--- config.mk ---
export PLATFORM = sky130hd
export DESIGN_NAME = u3v_format_sequencer
export DESIGN_NICKNAME = d
export VERILOG_FILES = /design/src/rtl/u3v_format_pkg.sv /design/src/rtl/u3v_format_sequencer_timer.sv /design/src/rtl/u3v_format_sequencer.sv
export SDC_FILE = /design/constraint.sdc
export NUM_CORES = 1
export LEC_CHECK = 0
export CORE_MARGIN = 2
export CORE_UTILIZATION = 30
export DETAILED_ROUTE_END_ITERATION = 8
export GPL_ROUTABILITY_DRIVEN = 0
export HOLD_SLACK_MARGIN = 0.05
export PLACE_DENSITY = 0.63
export SYNTH_ARGS = -nofsm -noshare
export SYNTH_HDL_FRONTEND = slang
export SYNTH_HIERARCHICAL = 1
export SYNTH_SLANG_ARGS = --single-unit
--- constraint.sdc ---
create_clock -name clk -period 8.3 [get_ports clk]
set_input_delay 1.245 -clock clk [delete_from_list [all_inputs] [get_ports clk]]
set_output_delay 1.245 -clock clk [all_outputs]
set_load 0.01 [all_outputs]
--- src/rtl/u3v_format_pkg.sv ---
// Shared types and reset defaults for the U3V format sequencer.
// The chunk states exist only when U3V_CHUNK_EN is defined.
package u3v_format_pkg;

    typedef enum logic [3:0] {
        ST_IDLE        = 4'd0,
        ST_PRE_LEADER  = 4'd1,
        ST_LEADER      = 4'd2,
        ST_IMAGE       = 4'd3,
`ifdef U3V_CHUNK_EN
        ST_CHUNK_GAP   = 4'd4,
        ST_CHUNK       = 4'd5,
`endif
        ST_TRAILER_GAP = 4'd6,
        ST_TRAILER     = 4'd7,
        ST_TAIL        = 4'd8
    } state_e;

    localparam int LEADER_PRE  = 32'd10;
    localparam int LEADER_LEN  = 32'd13;
    localparam int CHUNK_GAP   = 32'd1;
    localparam int CHUNK_LEN   = 32'd10;
    localparam int TRAILER_GAP = 32'd9;
    localparam int TRAILER_LEN = 32'd12;
    localparam int FVAL_TAIL   = 32'd9;

    localparam logic [63:0] BLOCKID_INIT = {64{1'b1}};

endpackage

--- src/rtl/u3v_format_sequencer_timer.sv ---
// Phase timer: counts down the cycles of the current phase; done marks the last cycle.
// A counter sitting at zero also reports done so a zero load can never stall the sequencer.
module u3v_phase_timer #(
    parameter int CNT_WD = 8
) (
    input  logic              clk,
    input  logic              reset,
    input  logic              load,
    input  logic [CNT_WD-1:0] load_len,
    output logic              done
);

    localparam logic [CNT_WD-1:0] CNT_ZERO = {CNT_WD{1'b0}};
    localparam logic [CNT_WD-1:0] CNT_ONE  = {{(CNT_WD-1){1'b0}}, 1'b1};

    logic [CNT_WD-1:0] cnt_r;

    // Down-counter reloaded on every phase entry
    always_ff @(posedge clk) begin
        if (reset) begin
            cnt_r <= CNT_ZERO;
        end else if (load) begin
            cnt_r <= load_len;
        end else if (cnt_r != CNT_ZERO) begin
            cnt_r <= cnt_r - CNT_ONE;
        end else begin
            cnt_r <= cnt_r;
        end
    end

    assign done = (cnt_r <= CNT_ONE);

endmodule

--- src/rtl/u3v_format_sequencer.sv ---
// U3V format sequencer: programmable leader/image/chunk/trailer phasing, stream merge and block ID.
// Optional chunk phase is built only when U3V_CHUNK_EN is defined.
module u3v_format_sequencer
    import u3v_format_pkg::*;
#(
    parameter int DATA_WD     = 32,
    parameter int CNT_WD      = 8,
    parameter int LONG_REG_WD = 64
) (
    input  logic                   clk,
    input  logic                   reset,
    input  logic                   i_fval,
    input  logic                   i_stream_enable,
`ifdef U3V_CHUNK_EN
    input  logic                   i_chunk_mode_active,
    input  logic [CNT_WD-1:0]      iv_chunk_gap,
    input  logic [CNT_WD-1:0]      iv_chunk_len,
`endif
    input  logic [CNT_WD-1:0]      iv_leader_pre,
    input  logic [CNT_WD-1:0]      iv_leader_len,
    input  logic [CNT_WD-1:0]      iv_trailer_gap,
    input  logic [CNT_WD-1:0]      iv_trailer_len,
    input  logic [CNT_WD-1:0]      iv_fval_tail,
    input  logic                   i_leader_valid,
    input  logic [DATA_WD-1:0]     iv_leader_data,
    input  logic                   i_payload_valid,
    input  logic [DATA_WD-1:0]     iv_payload_data,
    input  logic                   i_trailer_valid,
    input  logic [DATA_WD-1:0]     iv_trailer_data,
    output logic                   o_leader_flag,
    output logic                   o_image_flag,
    output logic                   o_chunk_flag,
    output logic                   o_trailer_flag,
    output logic                   o_fval,
    output logic                   o_frame_overrun,
    output logic [LONG_REG_WD-1:0] ov_blockid,
    output logic                   o_data_valid,
    output logic [DATA_WD-1:0]     ov_data
);

    localparam logic [CNT_WD-1:0]      CNT_ZERO = {CNT_WD{1'b0}};
    localparam logic [CNT_WD-1:0]      CNT_ONE  = {{(CNT_WD-1){1'b0}}, 1'b1};
    localparam logic [LONG_REG_WD-1:0] ID_INIT  = LONG_REG_WD'(BLOCKID_INIT);
    localparam logic [LONG_REG_WD-1:0] ID_ONE   = {{(LONG_REG_WD-1){1'b0}}, 1'b1};

    state_e state_r, state_next_s;
    state_e post_trl_s, post_chunk_s, post_image_s, post_leader_s;

    logic fval_d_r, rise_s, fall_s, idle_s, accept_s;
    logic fall_seen_r, early_fall_s, timer_done_s, timer_load_s;
    logic [CNT_WD-1:0] load_len_s;

    logic [CNT_WD-1:0] pre_r, lead_r, tgap_r, tlen_r, tail_r;
    logic [CNT_WD-1:0] pre_s, lead_s, tgap_s, tlen_s, tail_s;
    logic [CNT_WD-1:0] lead_eff_s, tlen_eff_s;
`ifdef U3V_CHUNK_EN
    logic [CNT_WD-1:0] cgap_r, clen_r, cgap_s, clen_s;
    logic              chunk_act_r, chunk_act_s, chunk_on_s, chunk_flag_r;
`endif

    logic leader_flag_r, image_flag_r, trailer_flag_r, fval_r, overrun_r;
    logic trailer_d1_r, data_valid_r;
    logic [LONG_REG_WD-1:0] blockid_r;
    logic [DATA_WD-1:0]     data_mux_s, data_r;

    assign rise_s       = i_fval & ~fval_d_r;
    assign fall_s       = ~i_fval & fval_d_r;
    assign idle_s       = (state_r == ST_IDLE);
    assign accept_s     = rise_s & idle_s;
    assign early_fall_s = fall_seen_r | fall_s;

    // While idle the live register inputs govern the first phase; afterwards the captured copy does.
    assign pre_s  = idle_s ? iv_leader_pre  : pre_r;
    assign lead_s = idle_s ? iv_leader_len  : lead_r;
    assign tgap_s = idle_s ? iv_trailer_gap : tgap_r;
    assign tlen_s = idle_s ? iv_trailer_len : tlen_r;
    assign tail_s = idle_s ? iv_fval_tail   : tail_r;
`ifdef U3V_CHUNK_EN
    assign cgap_s      = idle_s ? iv_chunk_gap        : cgap_r;
    assign clen_s      = idle_s ? iv_chunk_len        : clen_r;
    assign chunk_act_s = idle_s ? i_chunk_mode_active : chunk_act_r;
`endif
    assign lead_eff_s = (lead_s == CNT_ZERO) ? CNT_ONE : lead_s;
    assign tlen_eff_s = (tlen_s == CNT_ZERO) ? CNT_ONE : tlen_s;

    // Edge-detect history; held high through reset so a frame cut by reset is not restarted
    always_ff @(posedge clk) begin
        if (reset) begin
            fval_d_r <= 1'b1;
        end else begin
            fval_d_r <= i_fval;
        end
    end

    // Frame configuration is captured once, when a frame is accepted
    always_ff @(posedge clk) begin
        if (reset) begin
            pre_r  <= CNT_WD'(LEADER_PRE);
            lead_r <= CNT_WD'(LEADER_LEN);
            tgap_r <= CNT_WD'(TRAILER_GAP);
            tlen_r <= CNT_WD'(TRAILER_LEN);
            tail_r <= CNT_WD'(FVAL_TAIL);
`ifdef U3V_CHUNK_EN
            cgap_r      <= CNT_WD'(CHUNK_GAP);
            clen_r      <= CNT_WD'(CHUNK_LEN);
            chunk_act_r <= 1'b0;
`endif
        end else if (accept_s) begin
            pre_r  <= iv_leader_pre;
            lead_r <= iv_leader_len;
            tgap_r <= iv_trailer_gap;
            tlen_r <= iv_trailer_len;
            tail_r <= iv_fval_tail;
`ifdef U3V_CHUNK_EN
            cgap_r      <= iv_chunk_gap;
            clen_r      <= iv_chunk_len;
            chunk_act_r <= i_chunk_mode_active;
`endif
        end else begin
            pre_r  <= pre_r;
            lead_r <= lead_r;
            tgap_r <= tgap_r;
            tlen_r <= tlen_r;
            tail_r <= tail_r;
`ifdef U3V_CHUNK_EN
            cgap_r      <= cgap_r;
            clen_r      <= clen_r;
            chunk_act_r <= chunk_act_r;
`endif
        end
    end

    // Remembers an fval fall that arrived before the image phase could start
    always_ff @(posedge clk) begin
        if (reset) begin
            fall_seen_r <= 1'b0;
        end else if (idle_s) begin
            fall_seen_r <= 1'b0;
        end else if (fall_s && ((state_r == ST_PRE_LEADER) || (state_r == ST_LEADER))) begin
            fall_seen_r <= 1'b1;
        end else begin
            fall_seen_r <= fall_seen_r;
        end
    end

    // Next-state logic; zero-length phases are folded into the successor chain
    always_comb begin
        post_trl_s   = (tail_s != CNT_ZERO) ? ST_TAIL : ST_IDLE;
        post_chunk_s = (tgap_s != CNT_ZERO) ? ST_TRAILER_GAP : ST_TRAILER;
`ifdef U3V_CHUNK_EN
        chunk_on_s   = chunk_act_s & (clen_s != CNT_ZERO);
        if (chunk_on_s) begin
            post_image_s = (cgap_s != CNT_ZERO) ? ST_CHUNK_GAP : ST_CHUNK;
        end else begin
            post_image_s = post_chunk_s;
        end
`else
        post_image_s = post_chunk_s;
`endif
        post_leader_s = early_fall_s ? post_image_s : ST_IMAGE;
        state_next_s  = state_r;
        case (state_r)
            ST_IDLE: begin
                if (rise_s) begin
                    state_next_s = (pre_s != CNT_ZERO) ? ST_PRE_LEADER : ST_LEADER;
                end else begin
                    state_next_s = ST_IDLE;
                end
            end
            ST_PRE_LEADER:  state_next_s = timer_done_s ? ST_LEADER : state_r;
            ST_LEADER:      state_next_s = timer_done_s ? post_leader_s : state_r;
            ST_IMAGE:       state_next_s = fall_s ? post_image_s : state_r;
`ifdef U3V_CHUNK_EN
            ST_CHUNK_GAP:   state_next_s = timer_done_s ? ST_CHUNK : state_r;
            ST_CHUNK:       state_next_s = timer_done_s ? post_chunk_s : state_r;
`endif
            ST_TRAILER_GAP: state_next_s = timer_done_s ? ST_TRAILER : state_r;
            ST_TRAILER:     state_next_s = timer_done_s ? post_trl_s : state_r;
            ST_TAIL:        state_next_s = timer_done_s ? ST_IDLE : state_r;
            default:        state_next_s = ST_IDLE;
        endcase
    end

    // Length loaded into the timer for the phase being entered
    always_comb begin
        load_len_s = CNT_ZERO;
        case (state_next_s)
            ST_PRE_LEADER:  load_len_s = pre_s;
            ST_LEADER:      load_len_s = lead_eff_s;
`ifdef U3V_CHUNK_EN
            ST_CHUNK_GAP:   load_len_s = cgap_s;
            ST_CHUNK:       load_len_s = clen_s;
`endif
            ST_TRAILER_GAP: load_len_s = tgap_s;
            ST_TRAILER:     load_len_s = tlen_eff_s;
            ST_TAIL:        load_len_s = tail_s;
            default:        load_len_s = CNT_ZERO;
        endcase
    end

    assign timer_load_s = (state_next_s != state_r);

    u3v_phase_timer #(
        .CNT_WD   (CNT_WD)
    ) u_timer (
        .clk      (clk),
        .reset    (reset),
        .load     (timer_load_s),
        .load_len (load_len_s),
        .done     (timer_done_s)
    );

    // State register plus flags decoded from the next state, so flags match the registered state
    always_ff @(posedge clk) begin
        if (reset) begin
            state_r        <= ST_IDLE;
            leader_flag_r  <= 1'b0;
            image_flag_r   <= 1'b0;
            trailer_flag_r <= 1'b0;
            fval_r         <= 1'b0;
            overrun_r      <= 1'b0;
            trailer_d1_r   <= 1'b0;
`ifdef U3V_CHUNK_EN
            chunk_flag_r   <= 1'b0;
`endif
        end else begin
            state_r        <= state_next_s;
            leader_flag_r  <= (state_next_s == ST_LEADER);
            image_flag_r   <= (state_next_s == ST_IMAGE);
            trailer_flag_r <= (state_next_s == ST_TRAILER);
            fval_r         <= (state_next_s != ST_IDLE);
            overrun_r      <= rise_s & ~idle_s;
            trailer_d1_r   <= trailer_flag_r;
`ifdef U3V_CHUNK_EN
            chunk_flag_r   <= (state_next_s == ST_CHUNK);
`endif
        end
    end

    // Block ID: parked at all-ones while the stream is disabled, bumped per accepted frame
    always_ff @(posedge clk) begin
        if (reset || !i_stream_enable) begin
            blockid_r <= ID_INIT;
        end else if (accept_s) begin
            blockid_r <= blockid_r + ID_ONE;
        end else begin
            blockid_r <= blockid_r;
        end
    end

    // Source priority: leader, then payload, then trailer
    always_comb begin
        if (i_leader_valid) begin
            data_mux_s = iv_leader_data;
        end else if (i_payload_valid) begin
            data_mux_s = iv_payload_data;
        end else if (i_trailer_valid) begin
            data_mux_s = iv_trailer_data;
        end else begin
            data_mux_s = {DATA_WD{1'b0}};
        end
    end

    // Merged stream register; trailer words are qualified by the delayed trailer flag
    always_ff @(posedge clk) begin
        if (reset) begin
            data_r       <= {DATA_WD{1'b0}};
            data_valid_r <= 1'b0;
        end else begin
            data_r       <= data_mux_s;
            data_valid_r <= i_leader_valid | i_payload_valid | trailer_d1_r;
        end
    end

    assign o_leader_flag   = leader_flag_r;
    assign o_image_flag    = image_flag_r;
    assign o_trailer_flag  = trailer_flag_r;
`ifdef U3V_CHUNK_EN
    assign o_chunk_flag    = chunk_flag_r;
`else
    assign o_chunk_flag    = 1'b0;
`endif
    assign o_fval          = fval_r;
    assign o_frame_overrun = overrun_r;
    assign ov_blockid      = blockid_r;
    assign o_data_valid    = data_valid_r;
    assign ov_data         = data_r;

endmodule
---- Word-level counts from Yosys, hierarchy flattened ----
Cells that the tools add are included.
word-level totals
  register bits ........................... 157
  output and inout bits ................... 103
  logic and storage cells ................. 83
operators by class
  $add $sub $neg .......................... 2
  order comparisons ....................... 1
  eq/ne operators ......................... 13
  muxes and demuxes ....................... 25
  bitwise gates (word level) .............. 10
  reduce and logical (&&, ||, !) cells .... 14
operator list
  operator                                                               count
  32-bit two-way mux                                                     3
  8-bit two-way mux                                                      9
  64-bit by 1-bit adder with 64-bit output, second input constant        1
  8-bit case mux with 5 select lines                                     1
  8-bit nonzero test                                                     4
  4-bit two-way mux                                                      7
  4-bit case mux with 7 select lines                                     1
  4-bit by 2-bit == test with 1-bit output, second input constant        4
  4-bit by 3-bit == test with 1-bit output, second input constant        4
  8-bit logical NOT                                                      2
  4-bit by 1-bit == test with 1-bit output, second input constant        2
  4-bit == test, second input constant                                   2
  8-bit by 1-bit <= comparator with 1-bit output, second input constant  1
  8-bit by 1-bit subtractor with 8-bit output, second input constant     1
  1-bit AND                                                              4
  4-bit logical NOT                                                      1
  2-bit two-way mux                                                      2
  4-bit != test                                                          1
  4-bit nonzero test                                                     1
  3-bit two-way mux                                                      1
  1-bit inverter                                                         3
  1-bit bitwise OR                                                       3
  1-bit logical OR                                                       2
  2-bit nonzero test                                                     1
  4 further kinds                                                        4

---- Logic depth before layout (Yosys ltp) ----
Gate-level depths: netlist of the first run.
  word-level depth ........................ 10
  mapped depth ............................ 15

---- Hierarchy ----
The synthesis of the first run kept the hierarchy.
modules (own cells, without submodules)
  module                times used  cells each  area an instance (um2)
  u3v_format_sequencer  1           906         7044.3
  u3v_phase_timer       1           58          478.0

---- Worst setup path after synthesis of the first run ----
OpenSTA, ideal clock, no wires.
  path kind ............................... input-to-reg
  start ................................... input iv_leader_pre[3]
  end ..................................... register u_timer.cnt_r[5]
  setup time .............................. 116 ps
  arrival ................................. 3504 ps
  required time ........................... 8184 ps
  slack ................................... 4679 ps
  stages on the path ...................... 10
  cells stage by stage .................... or4_1 -> nor2_1 -> o221ai_1 -> nor2_1 -> clkbuf_1 -> nor3_1 -> or4_1 -> mux2i_1 -> nor3_1 -> a31o_2
on the way
  cells in the longest elaborated chain, start to end .. 8
  elaborated cells between the ends (all ways) .. 14
RTL lines
  what                                         RTL line                          RTL
  from (decl)                                  u3v_format_sequencer.sv:19        input logic [CNT_WD-1:0] iv_leader_pre,
  8-bit two-way mux *                          u3v_format_sequencer.sv:73        assign pre_s = idle_s ? iv_leader_pre : pre_r;
  8-bit nonzero test *                         u3v_format_sequencer.sv:165       state_next_s = (pre_s != CNT_ZERO) ? ST_PRE_LEADER : ST_LEADER;
  2-bit two-way mux *                          u3v_format_sequencer.sv:165
  2-bit two-way mux *                          u3v_format_sequencer.sv:164       if (rise_s) begin
  4-bit case mux with 7 select lines *         u3v_format_sequencer.sv:162       case (state_r)
  4-bit == test, or another cell as far along  u3v_format_sequencer.sv:187       case (state_next_s)
  8-bit case mux with 5 select lines *         u3v_format_sequencer.sv:187
  named net load_len_s[5]                      u3v_format_sequencer.sv:51        logic [CNT_WD-1:0] load_len_s;
  8-bit two-way mux *                          u3v_format_sequencer_timer.sv:22  end else if (load) begin
  to (signal assigned)                         u3v_format_sequencer_timer.sv:23  cnt_r <= load_len;
  to (signal assigned)                         u3v_format_sequencer_timer.sv:25  cnt_r <= cnt_r - CNT_ONE;
  to (signal assigned)                         u3v_format_sequencer_timer.sv:27  cnt_r <= cnt_r;
  to (decl)                                    u3v_format_sequencer_timer.sv:16  logic [CNT_WD-1:0] cnt_r;
The timed path passes the listed nets; every way through them passes the cells marked *.
A chain may end at the register's enable or synchronous reset.

---- Worst setup path after layout of the first run ----
  start ................................... input i_fval
  end ..................................... register u_timer.cnt_r[5]
on the way
  cells in the longest elaborated chain, start to end .. 9
  elaborated cells between the ends (all ways) .. 18
RTL lines
  what                                         RTL line                          RTL
  from (decl)                                  u3v_format_sequencer.sv:12        input logic i_fval,
  1-bit inverter                               u3v_format_sequencer.sv:67        assign fall_s = ~i_fval & fval_d_r;
  1-bit AND                                    u3v_format_sequencer.sv:67
  1-bit bitwise OR                             u3v_format_sequencer.sv:70        assign early_fall_s = fall_seen_r | fall_s;
  3-bit two-way mux                            u3v_format_sequencer.sv:160       post_leader_s = early_fall_s ? post_image_s : ST_IMAGE;
  4-bit two-way mux                            u3v_format_sequencer.sv:171       ST_LEADER: state_next_s = timer_done_s ? post_leader_s : state_r;
  4-bit case mux with 7 select lines *         u3v_format_sequencer.sv:162
  4-bit == test, or another cell as far along  u3v_format_sequencer.sv:187
  8-bit case mux with 5 select lines *         u3v_format_sequencer.sv:187
  named net load_len_s[5]                      u3v_format_sequencer.sv:51
  8-bit two-way mux *                          u3v_format_sequencer_timer.sv:22
Marks and branches as above.

==> impl_metrics.json, run 1 <==
{
  "status": "finished, final reports clean",
  "initial_core_util_pct": 30.75,
  "hold_ws_ns": 0.4452,
  "grt_pass1_vias": 7074,
  "io_buffers": 244,
  "synth_top_area_share_pct": 41.78,
  "cp-end-kind": "register",
  "post_cts_buffers": 0,
  "grt_pass1_wl_mm": 35.58,
  "cts_tree": "yes",
  "placed_cell_area_sq_um": 10220,
  "worstSkewPairLatency_ns": 0.43,
  "rsz0062_at_grt": "false",
  "synth_area_leader_cell": "dfxtp_1",
  "cts_num_sinks": 157,
  "syn2layout_area_growth_pct": 43.88,
  "drive_above_1_share_pct": 4.971,
  "final-setup-viol-count": 0,
  "vias": 7525,
  "leakage_nw": 4.118,
  "p_per_area_nw_per_um2": 207.0,
  "ctsHoldBuffers": 0,
  "worst_slack_ns": 4.190,
  "dp_hpwl_mm": 15.96,
  "cts_buffers": 17,
  "fillers": 2442,
  "die_width_microns": 162.3,
  "finalNonFillerCells": 1511,
  "synthDistinctLibCells": 53,
  "dr.pass1.iters": 5,
  "clockBufferDepth": 2,
  "ys_ff_latch": 157,
  "crit_fanout": 43,
  "postRouteAntennaNets": 0,
  "core_sq_um": 24460,
  "start_kind": "input pin",
  "grt_overflow": 0,
  "grt_max_degree": 93,
  "synth.area.top_cells": "dfxtp_1 42%, nand2_1 9.4%, a21oi_1 6.1%",
  "routed_wl_mm": 21.99,
  "relSlewSlack_pct": 20.02,
  "final_cell_area_sq_um": 10820,
  "placed_cells": 1479,
  "synth_edf_count": 0,
  "finalClockSkew_ns": 0.01530,
  "critical_path_arrival_ns": 4.43,
  "critPathSlowestCell": "nor2_1",
  "fp.dieH_microns": 162.3,
  "ys_seq_area_share_pct": 41.78,
  "post-route-drc-count": 0,
  "dr.max_layer_used": "met4",
  "num_antenna_cells": 0,
  "post_cts_resize_count": 0,
  "critPathKind": "input pin to register",
  "syn_nets": 1110,
  "cts_root_buf": "clkbuf_16",
  "viasPerCell": 4.980,
  "floorplan.die_area_sq_um": 26360,
  "rows": 57,
  "crit_family": "simple AND/OR/NAND/NOR gates",
  "synth-main-ff-cell": "dfxtp_1",
  "syn-instance-count": 964,
  "path_cells": "clkdlybuf4s50_1, nor2b_1, nand2_1, buf_4, o221ai_1, nor2_1, nor3_1, or4_1, mux2i_1, nor3_1, a31o_2",
  "dr_wl_met2_mm": 10.05,
  "syn_avg_cell_area_sq_um": 7.803,
  "final.period_utilization_pct": 49.52,
  "htree_num_levels": 4,
  "path_common_cell": "nor3_1",
  "worstMarginPinSlew_ns": 1.194,
  "antenna_found_initial": 0,
  "hold_violations": 0,
  "final_nets": 1320,
  "fin_setup_tns_ns": 0,
  "cap_violations": 0,
  "yosys_warnings": 6,
  "clkTransAtPathRegs_ns": 0.07,
  "io_pins": 246,
  "maxSlewViolCount": 0,
  "wl_per_cell_microns": 14.55,
  "syn_area_sq_um": 7522,
  "critical_path_required_ns": 8.62,
  "postSynth.asyncResetShare_pct": 0,
  "grt_usage_pct": 16.63,
  "path_buf_inv": 2,
  "post-place-ws_ns": 3.768,
  "min_path_type": "register to register",
  "r2r_slack_ns": 4.45,
  "drtIter0Drc": 483,
  "ir_drop_mv": 0.09858,
  "min_period_ns": 4.110,
  "timing.fmax_ghz": 0.2433,
  "wl_met1_mm": 9.838,
  "wl_met3_mm": 1.755,
  "slowest_delay_ns": 0.65
}
-- logic make-up (layout without fill, tap and decap cells) --
kind of cell             Yosys count  count (layout)  share of synthesized area (%)
AND/OR/NAND/NOR                  489             489                          31.97
AO/OA/AOI/OAI                    176             176                          13.99
flip-flops                       157             157                          41.78
buffers and inverters             71             294                          3.643
XOR/XNOR                          51              51                          5.938
multiplexers                      16              16                          2.129
adder cells (fa/ha/maj)            3               3                         0.4991
other                              1               1                        0.04985
-- registers in the layout (all words and copies together) (netlist names) --
register and cells:
o_trailer_flag 1, o_fval 1, tail_r 8, lead_r 8
ov_data 32, o_leader_flag 1, tgap_r 8, trailer_d1_r 1
o_data_valid 1, fval_d_r 1, o_image_flag 1, tlen_r 8
u_timer/cnt_r 8, state_r 4, pre_r 8, fall_seen_r 1
ov_blockid 64, o_frame_overrun 1
-- per-layer routing --
layer	up-vias	track usage, %
met5	-	0
met4	0	5.109
met3	25	4.711
met2	255	27.27
met1	3424	21.24
li1	3821	-
-- Yosys cell counts (3+ instances only) --
cell type	instances
nand2_1	189
mux2i_1	16
nand4_1	29
and3_1	19
clkbuf_1	55
xor2_1	40
inv_1	9
xnor2_1	11
buf_2	3
nor4_1	16
and2_1	7
and4_1	8
a211oi_1	9
a22oi_1	31
a21oi_1	91
nand3b_1	12
nor2b_1	7
ha_1	3
or3_1	11
buf_1	3
a31oi_1	7
dfxtp_1	157
o21ai_0	20
nand2b_1	5
nor3_1	24
nor2_1	92
or4_1	14
nand3_1	41
-- layout by cell type (no fill, tap or decap), types with 16 or more instances in the layout --
master | netlist | routed
nand2_1 | 189 | 189
and3_1 | 19 | 19
nand4_1 | 29 | 29
clkbuf_16 | 0 | 17
dfxtp_1 | 157 | 157
nand3_1 | 41 | 41
nor3_1 | 24 | 24
o21ai_0 | 20 | 19
nor2_1 | 92 | 92
xor2_1 | 40 | 40
clkdlybuf4s50_1 | 0 | 242
mux2i_1 | 16 | 16
a21oi_1 | 91 | 91
a22oi_1 | 31 | 31
-- worst paths after layout --
kind | from | endpoint | depth (start not counted)
hold / removal | trailer_d1_r | o_data_valid | 2
setup / recovery | i_fval | u_timer/cnt_r[5] | 11
hold reg to reg | trailer_d1_r | o_data_valid | 2
setup reg to reg | u_timer/cnt_r[4] | u_timer/cnt_r[5] | 11
-- stage by stage --
step	utilization (%)	total power, mW
after global placement	41.78	1.449
after floorplan	-	1.243
final	44.24	2.240
after CTS	44.24	2.261
after detailed placement	41.78	1.452
after global routing	44.24	2.368
-- power breakdown --
part / leakage [nW] / internal, mW / switching [mW]
registers: 1.28 / 0.803 / 0.0515
logic: 2.55 / 0.274 / 0.313
clock network: 0.290 / 0.454 / 0.345
-- worst min-delay path, stage by stage (launching register included) --
cell	delay [ns]
dfxtp_1	0.31
nor3_1	0.04
nor2_1	0.07
-- final cells by class --
cell class / instances / area [sq um] / share of cell area (%)
inverters: 9 / 33.78 / 0.3121
flip-flops and latches: 157 / 3143 / 29.04
repair buffers: 253 / 2502 / 23.12
clock inverters: 15 / 177.7 / 1.642
clock buffers: 17 / 425.4 / 3.931
multi-input cells: 736 / 4135 / 38.21
well taps: 324 / 405.4 / 3.746
Power figures use the tool's default switching activity.
==> run 2: changes to the inputs <==
==> constraint.sdc (replaced) <==
create_clock -name clk -period 3.93 [get_ports clk]
set_input_delay 0.5895 -clock clk [delete_from_list [all_inputs] [get_ports clk]]
set_output_delay 0.5895 -clock clk [all_outputs]
set_load 0.01 [all_outputs]
==> run 2 against run 1 <==
- combinational power up 120%
- clock skew shrank 0.0065 ns
- first-iteration DRC count is 0.83% lower
- sequential share of layout area fell by 0.24 points
- wire length rose by 3.0%
- via count is 0.74% higher
- hold slack improved by 0.013 ns
- global-route usage rose by 0.58 points
==> impl_metrics.json, run 2 (same netlist as run 1, synthesis figures left out) <==
{
  "status": "finished, final reports clean",
  "post-route-drc-count": 0,
  "core_sq_um": 24460,
  "leakage_nw": 4.180,
  "dr.pass1.iters": 4,
  "num_antenna_cells": 0,
  "cap_violations": 0,
  "multi_input_area_sq_um": 4135,
  "post-place-ws_ns": 0.3024,
  "final.period_utilization_pct": 87.64,
  "maxSlewViolCount": 0,
  "timing.fmax_ghz": 0.2904,
  "post_cts_buffers": 0,
  "syn2layout_area_growth_pct": 45.08,
  "drive_above_1_share_pct": 5.686,
  "final-setup-viol-count": 0,
  "start_kind": "register",
  "critPathKind": "register to register",
  "path_cells": "nor4_1, buf_4, o211a_1, or3b_2, a211o_1, o221ai_1, or3_1, a211oi_1, or4_1, mux2i_1, nor3_1, a31o_2",
  "ctsHoldBuffers": 0,
  "path_buf_inv": 1,
  "cts_tree": "yes",
  "worst_slack_ns": 0.4859,
  "initial_core_util_pct": 30.75,
  "floorplan.die_area_sq_um": 26360,
  "critical_path_arrival_ns": 3.76,
  "finalClockSkew_ns": 0.008820,
  "largest_reg_flops": 64,
  "critical_path_required_ns": 4.25,
  "grt_pass1_vias": 6995,
  "worstSkewPairLatency_ns": 0.43,
  "cts_num_sinks": 157,
  "grt_usage_pct": 17.21,
  "cp-end-kind": "register",
  "fin_setup_tns_ns": 0,
  "postRouteAntennaNets": 0,
  "critPathSlowestCell": "or4_1",
  "antenna_found_initial": 0,
  "rsz0062_at_grt": "false",
  "htree_num_levels": 4,
  "ir_drop_mv": 0.2355,
  "cts_root_buf": "clkbuf_16",
  "reg2reg_depth": 12,
  "worstSetupPathDepth": 12,
  "finalNonFillerCells": 1520,
  "drtIter0Drc": 479,
  "fillers": 2425,
  "crit_family": "simple AND/OR/NAND/NOR gates",
  "die_width_microns": 162.3,
  "clkTransAtPathRegs_ns": 0.07,
  "whs_path_depth": 2,
  "io_pins": 246,
  "hold_violations": 0,
  "placed_cells": 1488,
  "io_buffers": 244,
  "grt_pass1_wl_mm": 36.68,
  "p_per_area_nw_per_um2": 445.6,
  "clockBufferDepth": 2,
  "viasPerCell": 4.988,
  "fp.dieH_microns": 162.3,
  "regArea_sq_um": 3143,
  "slowest_delay_ns": 0.54,
  "min_period_ns": 3.444,
  "routed_wl_mm": 22.64,
  "layout_commonest_cell": "clkdlybuf4s50_1",
  "grt_max_degree": 93,
  "relSlewSlack_pct": 31.64,
  "worstMarginPinSlew_ns": 1.025,
  "min_path_type": "register to register",
  "final_nets": 1329,
  "rows": 57,
  "vias": 7581,
  "crit_fanout": 9,
  "grt_overflow": 0,
  "final_cell_mix": "242 x clkdlybuf4s50_1, 189 x nand2_1, 157 x dfxtp_1, 92 x nor2_1, 91 x a21oi_1",
  "dp_hpwl_mm": 16.30,
  "cts_buffers": 17,
  "hold_ws_ns": 0.4578,
  "post_cts_resize_count": 0,
  "wl_per_cell_microns": 14.90
}
## run 2: cell count changes in the layout (fill, tap and decap cells not counted), sizes merged
cell | previous run | this run
bufinv | 2 | 3
inv | 16 | 17
buf | 11 | 20
clkinvlp | 2 | 0
## run 2: worst paths after layout
path / startpoint / slack [ns] / endpoint
max: u_timer/cnt_r[4] / 0.49 / u_timer/cnt_r[5]
min: pre_r[6] / 0.46 / pre_r[6]
max reg2reg: u_timer/cnt_r[4] / 0.49 / u_timer/cnt_r[5]
min reg2reg: pre_r[6] / 0.46 / pre_r[6]
## run 2: per-stage QoR
stage	power, mW	area [sq um]	utilization [%]
after detailed placement	3.108	10290	42.05
after floorplan	2.625	7522	-
after global routing	5.127	10910	44.61
after CTS	4.912	10910	44.61
after global placement	3.099	10290	42.05
final	4.863	10910	44.61
## run 2: final cells by class
cell class | instances | area share, %
Clock inverter | 15 | 1.834
Inverter | 9 | 0.3096
Timing Repair Buffer | 262 | 23.55
Multi-Input combinational cell | 736 | 37.89
Clock buffer | 17 | 3.898
Sequential cell | 157 | 28.80
Tap cell | 324 | 3.715
## run 2: power breakdown
part / internal, mW / leakage (nW) / switching, mW
Combinational: 0.605 / 2.59 / 0.683
Clock: 1.03 / 0.310 / 0.745
Sequential: 1.70 / 1.28 / 0.108
## run 2: per-layer routing
metal	part of all wire (%)	track usage (%)	wire (microns)	vias to the layer above
li1	-	-	-	3822
met1	46	23.56	10310	3462
met2	45	26.60	10160	266
met3	7.5	4.227	1703	31
met4	2.1	5.672	470	0
met5	0	0	0	-
## run 2: worst reg2reg max path: stages (launching register included)
cell and delay [ns]:
dfxtp_1 0.38, nor4_1 0.30, buf_4 0.17, o211a_1 0.32, or3b_2 0.47, a211o_1 0.30
o221ai_1 0.14, or3_1 0.20, a211oi_1 0.05, or4_1 0.54, mux2i_1 0.15, nor3_1 0.06
a31o_2 0.25
